===== config.mk =====
export PLATFORM = sky130hd
export DESIGN_NAME = hazard_ctrl
export DESIGN_NICKNAME = d
export VERILOG_FILES = /design/src/rtl/hazard_ctrl.sv
export SDC_FILE = /design/constraint.sdc
export NUM_CORES = 1
export LEC_CHECK = 0
export BUFFER_PORTS_ARGS = -buffer_cell sky130_fd_sc_hd__buf_2
export CORE_MARGIN = 2
export CORE_UTILIZATION = 30
export CTS_CLUSTER_DIAMETER = 100
export CTS_CLUSTER_SIZE = 24
export DETAILED_ROUTE_END_ITERATION = 7
export REMOVE_ABC_BUFFERS = 1
export SYNTH_ARGS = -nofsm -noshare
export SYNTH_HDL_FRONTEND = slang
export SYNTH_SLANG_ARGS = --single-unit

===== constraint.sdc =====
create_clock -name clk -period 4.5 [get_ports clk]
set_clock_uncertainty 0.05 [all_clocks]
set_input_delay 1.125 -clock clk [delete_from_list [all_inputs] [get_ports clk]]
set_output_delay 1.125 -clock clk [all_outputs]
set_load 0.03 [all_outputs]

===== src/rtl/hazard_ctrl.sv =====
// ============================================================================
// hazard_ctrl
// ----------------------------------------------------------------------------
// Hazard and forwarding controller for the five-stage MIPS pipeline.
// It keeps a small scoreboard of the instructions in E, M and W.
// From that scoreboard and the decoded register usage of the instruction
// in D it produces:
//   - the D-stage forwarding selects,
//   - the E-stage forwarding selects,
//   - the F/D stall,
//   - the multiply/divide busy interlock.
//
// Ports
//   clk            system clock
//   reset          synchronous, active-high; clears scoreboard and busy counter
//   rs_D, rt_D     source register fields of the D instruction
//   tuse_rs_D/rt_D cycles until operand is needed (0=D, 1=E, 2=M, 3=unused)
//   dst_D          destination register of the D instruction (0 = none)
//   tnew_D         cycles from E entry until the result exists
//   mdu_start_D    0=none, 1=mult-class, 2=div-class
//   mdu_use_D      D instruction touches HI/LO or starts the MDU
//   flush          squashes the E, M and W occupants
//   stall          hold PC and F/D, inject a bubble into E
//   regRD1Forward  D rs select: 0=GRF, 1=EX result, 2=MEM result
//   regRD2Forward  D rt select, same encoding
//   fwdA_E         E rs select: 0=pipeline register, 1=MEM result, 2=WB result
//   fwdB_E         E rt select, same encoding
//   mdu_busy       multiply/divide unit still computing
//
// MULT_CYCLES and DIV_CYCLES must fit the 4-bit busy counter (<= 15).
// ============================================================================
module hazard_ctrl #(
    parameter int MULT_CYCLES = 5,
    parameter int DIV_CYCLES  = 10
) (
    input  logic       clk,
    input  logic       reset,
    input  logic [4:0] rs_D,
    input  logic [4:0] rt_D,
    input  logic [1:0] tuse_rs_D,
    input  logic [1:0] tuse_rt_D,
    input  logic [4:0] dst_D,
    input  logic [1:0] tnew_D,
    input  logic [1:0] mdu_start_D,
    input  logic       mdu_use_D,
    input  logic       flush,
    output logic       stall,
    output logic [1:0] regRD1Forward,
    output logic [1:0] regRD2Forward,
    output logic [1:0] fwdA_E,
    output logic [1:0] fwdB_E,
    output logic       mdu_busy
);

    typedef enum logic [1:0] {
        MDU_NONE = 2'd0,
        MDU_MULT = 2'd1,
        MDU_DIV  = 2'd2
    } mdu_kind_e;

    localparam logic [3:0] MULT_LOAD = 4'(MULT_CYCLES);
    localparam logic [3:0] DIV_LOAD  = 4'(DIV_CYCLES);

    // Scoreboard: E keeps full usage info, M only what later forwarding needs.
    logic [4:0] e_rs;
    logic [4:0] e_rt;
    logic [4:0] e_dst;
    logic [1:0] e_tnew;
    logic [1:0] e_start;
    logic [4:0] m_dst;
    logic [1:0] m_tnew;
    logic [4:0] w_dst;
    logic [3:0] busy_cnt;

    logic rs_hazard;
    logic rt_hazard;
    logic mdu_hazard;

    // D-side select: a result is usable once its remaining tnew reaches 0.
    // E is checked first because it holds the younger writer.
    function automatic logic [1:0] fwd_d_sel(input logic [4:0] src,
                                             input logic [4:0] ed,
                                             input logic [1:0] et,
                                             input logic [4:0] md,
                                             input logic [1:0] mt);
        logic [1:0] sel;
        sel = 2'd0;
        if (src != 5'd0) begin
            if (src == ed && et == 2'd0)
                sel = 2'd1;
            else if (src == md && mt == 2'd0)
                sel = 2'd2;
        end
        return sel;
    endfunction

    // E-side select: W always has its result, M only when its tnew is 0.
    function automatic logic [1:0] fwd_e_sel(input logic [4:0] src,
                                             input logic [4:0] md,
                                             input logic [1:0] mt,
                                             input logic [4:0] wd);
        logic [1:0] sel;
        sel = 2'd0;
        if (src != 5'd0) begin
            if (src == md && mt == 2'd0)
                sel = 2'd1;
            else if (src == wd)
                sel = 2'd2;
        end
        return sel;
    endfunction

    // An operand must wait while a producer still needs more cycles than the
    // consumer can tolerate before reading it.
    function automatic logic data_hazard(input logic [4:0] src,
                                         input logic [1:0] tuse,
                                         input logic [4:0] ed,
                                         input logic [1:0] et,
                                         input logic [4:0] md,
                                         input logic [1:0] mt);
        logic hit;
        hit = 1'b0;
        if (src != 5'd0 && tuse != 2'd3) begin
            if (src == ed && et > tuse)
                hit = 1'b1;
            if (src == md && mt > tuse)
                hit = 1'b1;
        end
        return hit;
    endfunction

    // All outputs are pure functions of the scoreboard and the D inputs.
    always_comb begin
        rs_hazard     = data_hazard(rs_D, tuse_rs_D, e_dst, e_tnew, m_dst, m_tnew);
        rt_hazard     = data_hazard(rt_D, tuse_rt_D, e_dst, e_tnew, m_dst, m_tnew);
        mdu_busy      = (busy_cnt != 4'd0);
        mdu_hazard    = mdu_use_D && ((e_start != MDU_NONE) || mdu_busy);
        stall         = rs_hazard || rt_hazard || mdu_hazard;
        regRD1Forward = fwd_d_sel(rs_D, e_dst, e_tnew, m_dst, m_tnew);
        regRD2Forward = fwd_d_sel(rt_D, e_dst, e_tnew, m_dst, m_tnew);
        fwdA_E        = fwd_e_sel(e_rs, m_dst, m_tnew, w_dst);
        fwdB_E        = fwd_e_sel(e_rt, m_dst, m_tnew, w_dst);
    end

    // Scoreboard advance. Flush wipes every in-flight entry instead of
    // shifting; a stall turns the E slot into a bubble.
    always_ff @(posedge clk) begin
        if (reset || flush) begin
            e_rs    <= 5'd0;
            e_rt    <= 5'd0;
            e_dst   <= 5'd0;
            e_tnew  <= 2'd0;
            e_start <= 2'd0;
            m_dst   <= 5'd0;
            m_tnew  <= 2'd0;
            w_dst   <= 5'd0;
        end else begin
            w_dst  <= m_dst;
            m_dst  <= e_dst;
            m_tnew <= (e_tnew == 2'd0) ? 2'd0 : e_tnew - 2'd1;
            if (stall) begin
                e_rs    <= 5'd0;
                e_rt    <= 5'd0;
                e_dst   <= 5'd0;
                e_tnew  <= 2'd0;
                e_start <= 2'd0;
            end else begin
                e_rs    <= rs_D;
                e_rt    <= rt_D;
                e_dst   <= dst_D;
                e_tnew  <= tnew_D;
                e_start <= mdu_start_D;
            end
        end
    end

    // MDU busy counter. It loads when a start leaves E; a flush squashes that
    // start but lets an operation already in progress count down normally.
    always_ff @(posedge clk) begin
        if (reset) begin
            busy_cnt <= 4'd0;
        end else if (!flush && e_start != MDU_NONE) begin
            busy_cnt <= (e_start == MDU_MULT) ? MULT_LOAD : DIV_LOAD;
        end else if (busy_cnt != 4'd0) begin
            busy_cnt <= busy_cnt - 4'd1;
        end
    end

endmodule

Yosys cells after proc, flatten, opt, wreduce, memory -nomap -nowiden
Cells that the tools add are included.
{"block": "totals", "regBits": 35, "wordCells": 77, "inputBits": 27, "out_inout_bits": 10}
{"block": "op_classes", "order_cmp": 4, "n_eq_ne": 11, "n_reduce_logical": 30, "muxes": 21, "n_addsub": 2}
{"op": "$eq 5x5->1", "n": 8}
{"op": "$mux 2", "n": 12}
{"op": "$reduce_bool 5->1", "n": 4}
{"op": "$logic_and 1x1->1", "n": 14}
{"op": "$mux 4", "n": 3}
{"op": "$gt 2x2->1", "n": 4}
{"op": "$mux 1", "n": 6}
{"op": "$logic_not 2->1", "n": 2}
{"op": "$logic_or 1x1->1", "n": 4}
{"op": "$ne 2x2->1 const B", "n": 2}
{"op": "$reduce_bool 2->1", "n": 2}
{"op": "$reduce_bool 4->1", "n": 1}
{"op": "$reduce_or 2->1", "n": 2}
{"op": "$sub 4x1->4 const B", "n": 1}
{"op": "$eq 2x1->1 const B", "n": 1}
{"op": "$sub 2x1->2 const B", "n": 1}
{"op": "$logic_not 1->1", "n": 1}

Logic depth before layout (Yosys ltp)
Gate-level depths: netlist of the first run.
{"block": "logic_depth", "word_depth": 8, "depth_mapped": 8, "ltp_nobuf": 7}

Worst setup path after synthesis of the first run
Ideal clock, no wire load.
{"block": "synth_path", "kind": "input to output", "start": "input port rs_D[1]", "end": "output port regRD1Forward[1]", "arrival_time_ps": 2869, "stages": 4, "path_buffers": 0, "path_slack_ps": 456, "required_time_ps": 3325, "cell_sequence": "or4_4 > nor2_4 > or4_1 > nor4b_1"}
{"block": "synth_via", "elab_chain_len": 5, "elab_cells_between_ends": 8, "cone_classes": "eq/ne (2); mux (3); reduce/logical (3)"}
{"item": "start: declaration", "line_no": "38", "rtl": "input logic [4:0] rs_D,"}
{"item": "$eq 5x5->1", "line_no": "91", "rtl": "else if (src == md && mt == 2'd0)"}
{"item": "$logic_and 1x1->1", "line_no": "91"}
{"item": "$mux 2", "line_no": "91"}
{"item": "$mux 2", "line_no": "89", "rtl": "if (src == ed && et == 2'd0)"}
{"item": "$mux 2 (*)", "line_no": "88", "rtl": "if (src != 5'd0) begin"}
{"item": "end: declaration", "line_no": "48", "rtl": "output logic [1:0] regRD1Forward,"}
Mark *: on every way between the ends. The rest lies on a longest branch, timed or not.

Final worst setup path of the first run
{"block": "layout_path", "start": "input port tuse_rs_D[1]", "end": "output port stall"}
{"block": "layout_via", "elab_chain_len": 7, "elab_cells_between_ends": 11, "cone_classes": "order compare (2); eq/ne (1); mux (3); reduce/logical (5)"}
{"item": "start: declaration", "line_no": "40", "rtl": "input logic [1:0] tuse_rs_D,"}
{"item": "$gt 2x2->1", "line_no": "124", "rtl": "if (src == ed && et > tuse)"}
{"item": "$logic_and 1x1->1", "line_no": "124"}
{"item": "$mux 1", "line_no": "124"}
{"item": "$mux 1", "line_no": "126", "rtl": "if (src == md && mt > tuse)"}
{"item": "$mux 1 (*)", "line_no": "123", "rtl": "if (src != 5'd0 && tuse != 2'd3) begin"}
{"item": "$logic_or 1x1->1 (*) (2 in a row)", "line_no": "138", "rtl": "stall = rs_hazard || rt_hazard || mdu_hazard;"}
{"item": "end: declaration", "line_no": "47", "rtl": "output logic stall,"}
Marked as above.

==> flow_metrics.tcl, run 1 <==
set metrics [dict create \
    worstSetupEndpointType "output pin" \
    async_flop_share_pct 0 \
    synth_top_area_share_pct 33.4 \
    power_density_nw_per_um2 378 \
    grt_max_degree 30 \
    globalRoute.totalOverflow 0 \
    cp.arrival_ns 2.81 \
    num_rows 30 \
    clock-sinks 35 \
    nets 299 \
    relSlewSlack_pct 76.4 \
    drc 0 \
    worst_path_dominant_cell_family "simple AND/OR/NAND/NOR gates" \
    wl_per_cell_um 12.8 \
    io_pins 37 \
    drive_gt1_share_pct 27.6 \
    hold_violations 0 \
    start_util_pct 30.9 \
    path_common_cell "buf_2" \
    route.vias.total 1632 \
    hpwl_mm 3.59 \
    synth_top_area_cell "dfxtp_1" \
    grt_pass1_vias 1654 \
    critical_path.max_stage_delay_ns 0.45 \
    synth_edf_count 0 \
    crit_buf_inv 3 \
    cts_tree "yes" \
    clkSlewWorstSetupHoldPaths_ns 0.07 \
    antenna_found_initial 0 \
    die_area_um2 7670 \
    yosys-top-cells-count "35 x dfxtp_1, 24 x nand2_1, 23 x xnor2_1, 19 x nor3_2, 18 x xor2_1" \
    wirelength_mm 4.58 \
    worstPathCellList "buf_2, inv_1, ha_1, a22oi_1, o21ai_0, or4_4, o311ai_4, or2_1, buf_2" \
    die_h_um 87.6 \
    crit_fanout 3 \
    yosysWarnings 0 \
    yosysMostFrequentCell "dfxtp_1" \
    fmax_ghz 0.251 \
    syn_area_um2 2100 \
    firstDrtPassIters 4 \
    coreArea_um2 6790 \
    syn_to_final_growth_pct 16.6 \
    die_x_um 87.6 \
    cts_inserted_buffers 5 \
    required_ns 3.32 \
    max-vdd-ir-drop_mv 0.235 \
    diodes 0 \
    holdCritPathClass "register to register" \
    status "finished clean" \
    synth.avg_cell_area_um2 9.20 \
    final_util_pct 36.0 \
    worstSkewPairLatency_ns 0.28 \
    clockBufferDepth 2 \
    p_leak_nw 1.05 \
    slowest_stage "or4_4" \
    synth_cell_types 40 \
    synth_area_leaders "dfxtp_1 33%, xnor2_1 9.6%, nor3_2 9.1%, xor2_1 7.5%, ha_1 6.6%" \
    cts_hold_buf 0 \
    syn_inst 228 \
    setup_viol 0 \
    ys_seq_area_share_pct 33.4 \
    ys_ff_latch 35 \
    h-tree-depth 2 \
    ant_nets 0 \
    drv_slew 0 \
    rsz0062_at_grt "false" \
    min_period_ns 3.98 \
    setup_tns_ns 0 \
    gr-usage-all-layers_pct 13.0 \
    ys.flop_type "dfxtp_1" \
    critPathLaunchType "primary input" \
    gp_congestion 0.785 \
    drtIter0Drc 55 \
    worst_pin_slew_ns 0.349 \
    cts_resized 0 \
    fin_crit_sh_pct 88.5 \
    cts_setup_buffers 0 \
    grt_pass1_wl_mm 7.89 \
    cap_violations 0 \
    critPathKind "primary input to output pin" \
    portBuffers 36 \
    clockRootBuffer "clkbuf_8" \
    vias_per_cell 4.57 \
]
-- cells in the final DEF, fill, tap and decap left out, types with 2 or more instances in the layout --
master,n
or4_1,3
ha_1,11
a211oi_1,3
or4_4,2
a221o_1,3
xor2_1,18
nor2_1,10
a21oi_1,8
and2_1,10
clkbuf_8,6
nor3_2,19
nor3_1,5
buf_2,36
inv_1,10
dfxtp_1,35
nor4_1,4
nand2_1,24
buf_4,3
nor2b_1,2
nand4_1,3
xnor2_1,23
nand3_1,6
-- final timing paths --
path         cells after the start  slack, ns   endpoint    startpoint
min                              1       0.39  m_tnew[0]     e_tnew[0]
min reg2reg                      1       0.39  m_tnew[0]     e_tnew[0]
max reg2reg                      8       2.35    e_rt[1]     e_tnew[0]
max                              9       0.52      stall  tuse_rs_D[1]
-- state kept, by name (all words and copies together) (netlist names) --
name	count
e_dst	5
busy_cnt	4
w_dst	5
e_rt	5
e_rs	5
m_tnew	2
e_tnew	2
m_dst	5
e_start	2
-- metrics by stage --
step | hold WS [ns] | area (um^2) | total power [mW] | worst slack (ns) | std cells
after floorplan | 0.345 | 2020 | 0.620 | 0.0104 | 215
after global placement | 0.375 | 2360 | 0.705 | 0.573 | 350
after detailed placement | 0.373 | 2360 | 0.713 | 0.525 | 350
after CTS | 0.384 | 2450 | 0.935 | 0.520 | 357
after global routing | 0.403 | 2450 | 0.985 | 0.471 | 357
final | 0.387 | 2450 | 0.924 | 0.517 | 357
-- per-layer routing --
metal  global-route usage [%]  vias up  part of all wire (%)
met5                        0        -                     0
met1                     16.0      763                    46
met3                     2.92        4                   3.3
met2                     22.7       28                    50
li1                         -      837                     -
met4                     3.92        0                  0.83
-- kinds of logic (layout without fill, tap and decap cells) --
family                   after synthesis  count (layout)  synth area share [%]
XOR/XNOR                              41              41                  17.1
flip-flops                            35              35                  33.4
AO/OA/AOI/OAI                         21              21                  8.71
AND/OR/NAND/NOR                       97              97                  28.9
adder cells (fa/ha/maj)               11              11                  6.56
buffers and inverters                 23              56                  5.25
-- power breakdown --
| group | switching (mW) | internal, mW |
|---|---|---|
| clock | 0.101 | 0.120 |
| combinational | 0.198 | 0.135 |
| sequential | 0.0298 | 0.341 |
| total | 0.328 | 0.596 |
-- area by class of cell --
type	instances	area, um^2
clock buffers	6	82.6
clock inverters	1	5.00
fillers	714	4350
inverters	10	37.5
multi-input cells	170	1300
flip-flops and latches	35	701
well taps	96	120
repair buffers	39	203
Note: power is estimated with default switching activity, not from simulation.
==> run 2, diff against run 1 <==
--- a/config.mk
+++ b/config.mk
@@ -6,7 +6,6 @@
 export NUM_CORES = 1
 export LEC_CHECK = 0
 export BUFFER_PORTS_ARGS = -buffer_cell sky130_fd_sc_hd__buf_2
-export CORE_MARGIN = 2
 export CORE_UTILIZATION = 30
 export CTS_CLUSTER_DIAMETER = 100
 export CTS_CLUSTER_SIZE = 24
==> run 2 against run 1 <==
  * Utilization grew 0.27 points
  * Die area shrank 4.5%
  * Global-route usage grew 0.15 points
  * Final area grew 0.20%
  * Sequential share of layout area shrank 0.058 points
  * Sequential power is essentially flat
  * First-iteration DRC count grew 9.1%
  * Setup slack gained 0.015 ns
  * Critical path depth is the same
  * Power grew 6.1%
  * Flip-flop and latch count is the same
  * Fmax grew 0.38%
  * Critical path type unchanged
==> flow_metrics.tcl, run 2 (synthesis results as in run 1) <==
set metrics [dict create \
    status "finished clean" \
    cts_inserted_buffers 5 \
    worst_pin_slew_ns 0.357 \
    holdCritPathClass "register to register" \
    layout_commonest_cell "buf_2" \
    grt_max_degree 30 \
    grt_pass1_wl_mm 7.55 \
    hpwl_mm 3.48 \
    required_ns 3.32 \
    ant_nets 0 \
    nFillCells 689 \
    worstSkewPairLatency_ns 0.28 \
    vias_per_cell 4.83 \
    cp.arrival_ns 2.79 \
    nets 299 \
    syn_to_final_growth_pct 16.9 \
    antenna_found_initial 0 \
    coreArea_um2 6760 \
    final_cell_mix "36 x buf_2, 35 x dfxtp_1, 24 x nand2_1" \
    die_area_um2 7330 \
    drc 0 \
    diodes 0 \
    drive_gt1_share_pct 27.9 \
    fin_crit_sh_pct 88.2 \
    clock-sinks 35 \
    globalRoute.totalOverflow 0 \
    io_pins 37 \
    crit_fanout 3 \
    die_h_um 85.6 \
    num_rows 30 \
    p_leak_nw 1.06 \
    cap_violations 0 \
    hold_depth 1 \
    critPathKind "primary input to output pin" \
    cts_setup_buffers 0 \
    power_density_nw_per_um2 400 \
    r2r_cells 8 \
    critPathLaunchType "primary input" \
    total_power_uw 980 \
    drtIter0Drc 60 \
    wl_per_cell_um 13.3 \
    max-vdd-ir-drop_mv 0.290 \
    cts_tree "yes" \
    route.vias.total 1651 \
    start_util_pct 31.0 \
    setup_viol 0 \
    wirelength_mm 4.55 \
    min_period_ns 3.97 \
    setup_tns_ns 0 \
    hold_violations 0 \
    fmax_ghz 0.252 \
    clkSlewWorstSetupHoldPaths_ns 0.07 \
    worstSetupEndpointType "output pin" \
    h-tree-depth 2 \
    grt_pass1_vias 1569 \
    die_x_um 85.6 \
    gp_congestion 0.810 \
    clockRootBuffer "clkbuf_8" \
    cts_hold_buf 0 \
    drv_slew 0 \
    clockBufferDepth 2 \
    cts_resized 0 \
    rsz0062_at_grt "false" \
    relSlewSlack_pct 75.9 \
    firstDrtPassIters 4 \
    portBuffers 36 \
    gr-usage-all-layers_pct 13.2 \
]
run 2: path summary, 6_finish.rpt:
path | start | end | slack [ns]
hold / removal | e_tnew[0] | m_tnew[0] | 0.38
setup / recovery | tuse_rs_D[1] | stall | 0.53
setup reg to reg | e_tnew[0] | e_rt[3] | 2.39
hold reg to reg | e_tnew[0] | m_tnew[0] | 0.38
run 2: area by class of cell:
class	count	area (um^2)	share of cell area (%)
Inverter	10	37.5	1.53
Multi-Input combinational cell	170	1300	52.9
Sequential cell	35	701	28.6
Tap cell	80	100	4.08
Clock buffer	5	68.8	2.81
Clock inverter	3	43.8	1.79
Timing Repair Buffer	39	203	8.27
run 2: power breakdown:
part           total [mW]  internal, mW  switching (mW)
clock network       0.279         0.165           0.114
registers           0.370         0.341          0.0295
logic               0.331         0.134           0.197
total               0.980         0.640           0.340
run 2: per-layer routing:
layer / share of wire, % / GRT usage [%] / up-vias
met1: 46 / 16.6 / 768
met3: 3.3 / 2.69 / 4
met2: 50 / 23.1 / 34
met5: 0 / 0 / -
li1: - / - / 845
met4: 0.79 / 3.18 / 0
run 2: worst max-delay path, stage by stage:
cell and delay, ns:
buf_2 0.11, inv_1 0.06, ha_1 0.30, a22oi_1 0.15, o21ai_0 0.12, or4_4 0.44, o311ai_4 0.10, or2_1 0.18
buf_2 0.21
run 2: per-stage QoR:
step           hold slack, ns  area, um^2  setup slack, ns  utilization (%)  cells
2_1_floorplan           0.345        2020           0.0104                -    215
3_3_place_gp            0.375        2340            0.584             34.6    334
3_5_place_dp            0.379        2340            0.543             34.6    334
4_1_cts                 0.389        2450            0.544             36.3    342
5_1_grt                 0.396        2450            0.424             36.3    342
6_report                0.378        2450            0.532             36.3    342
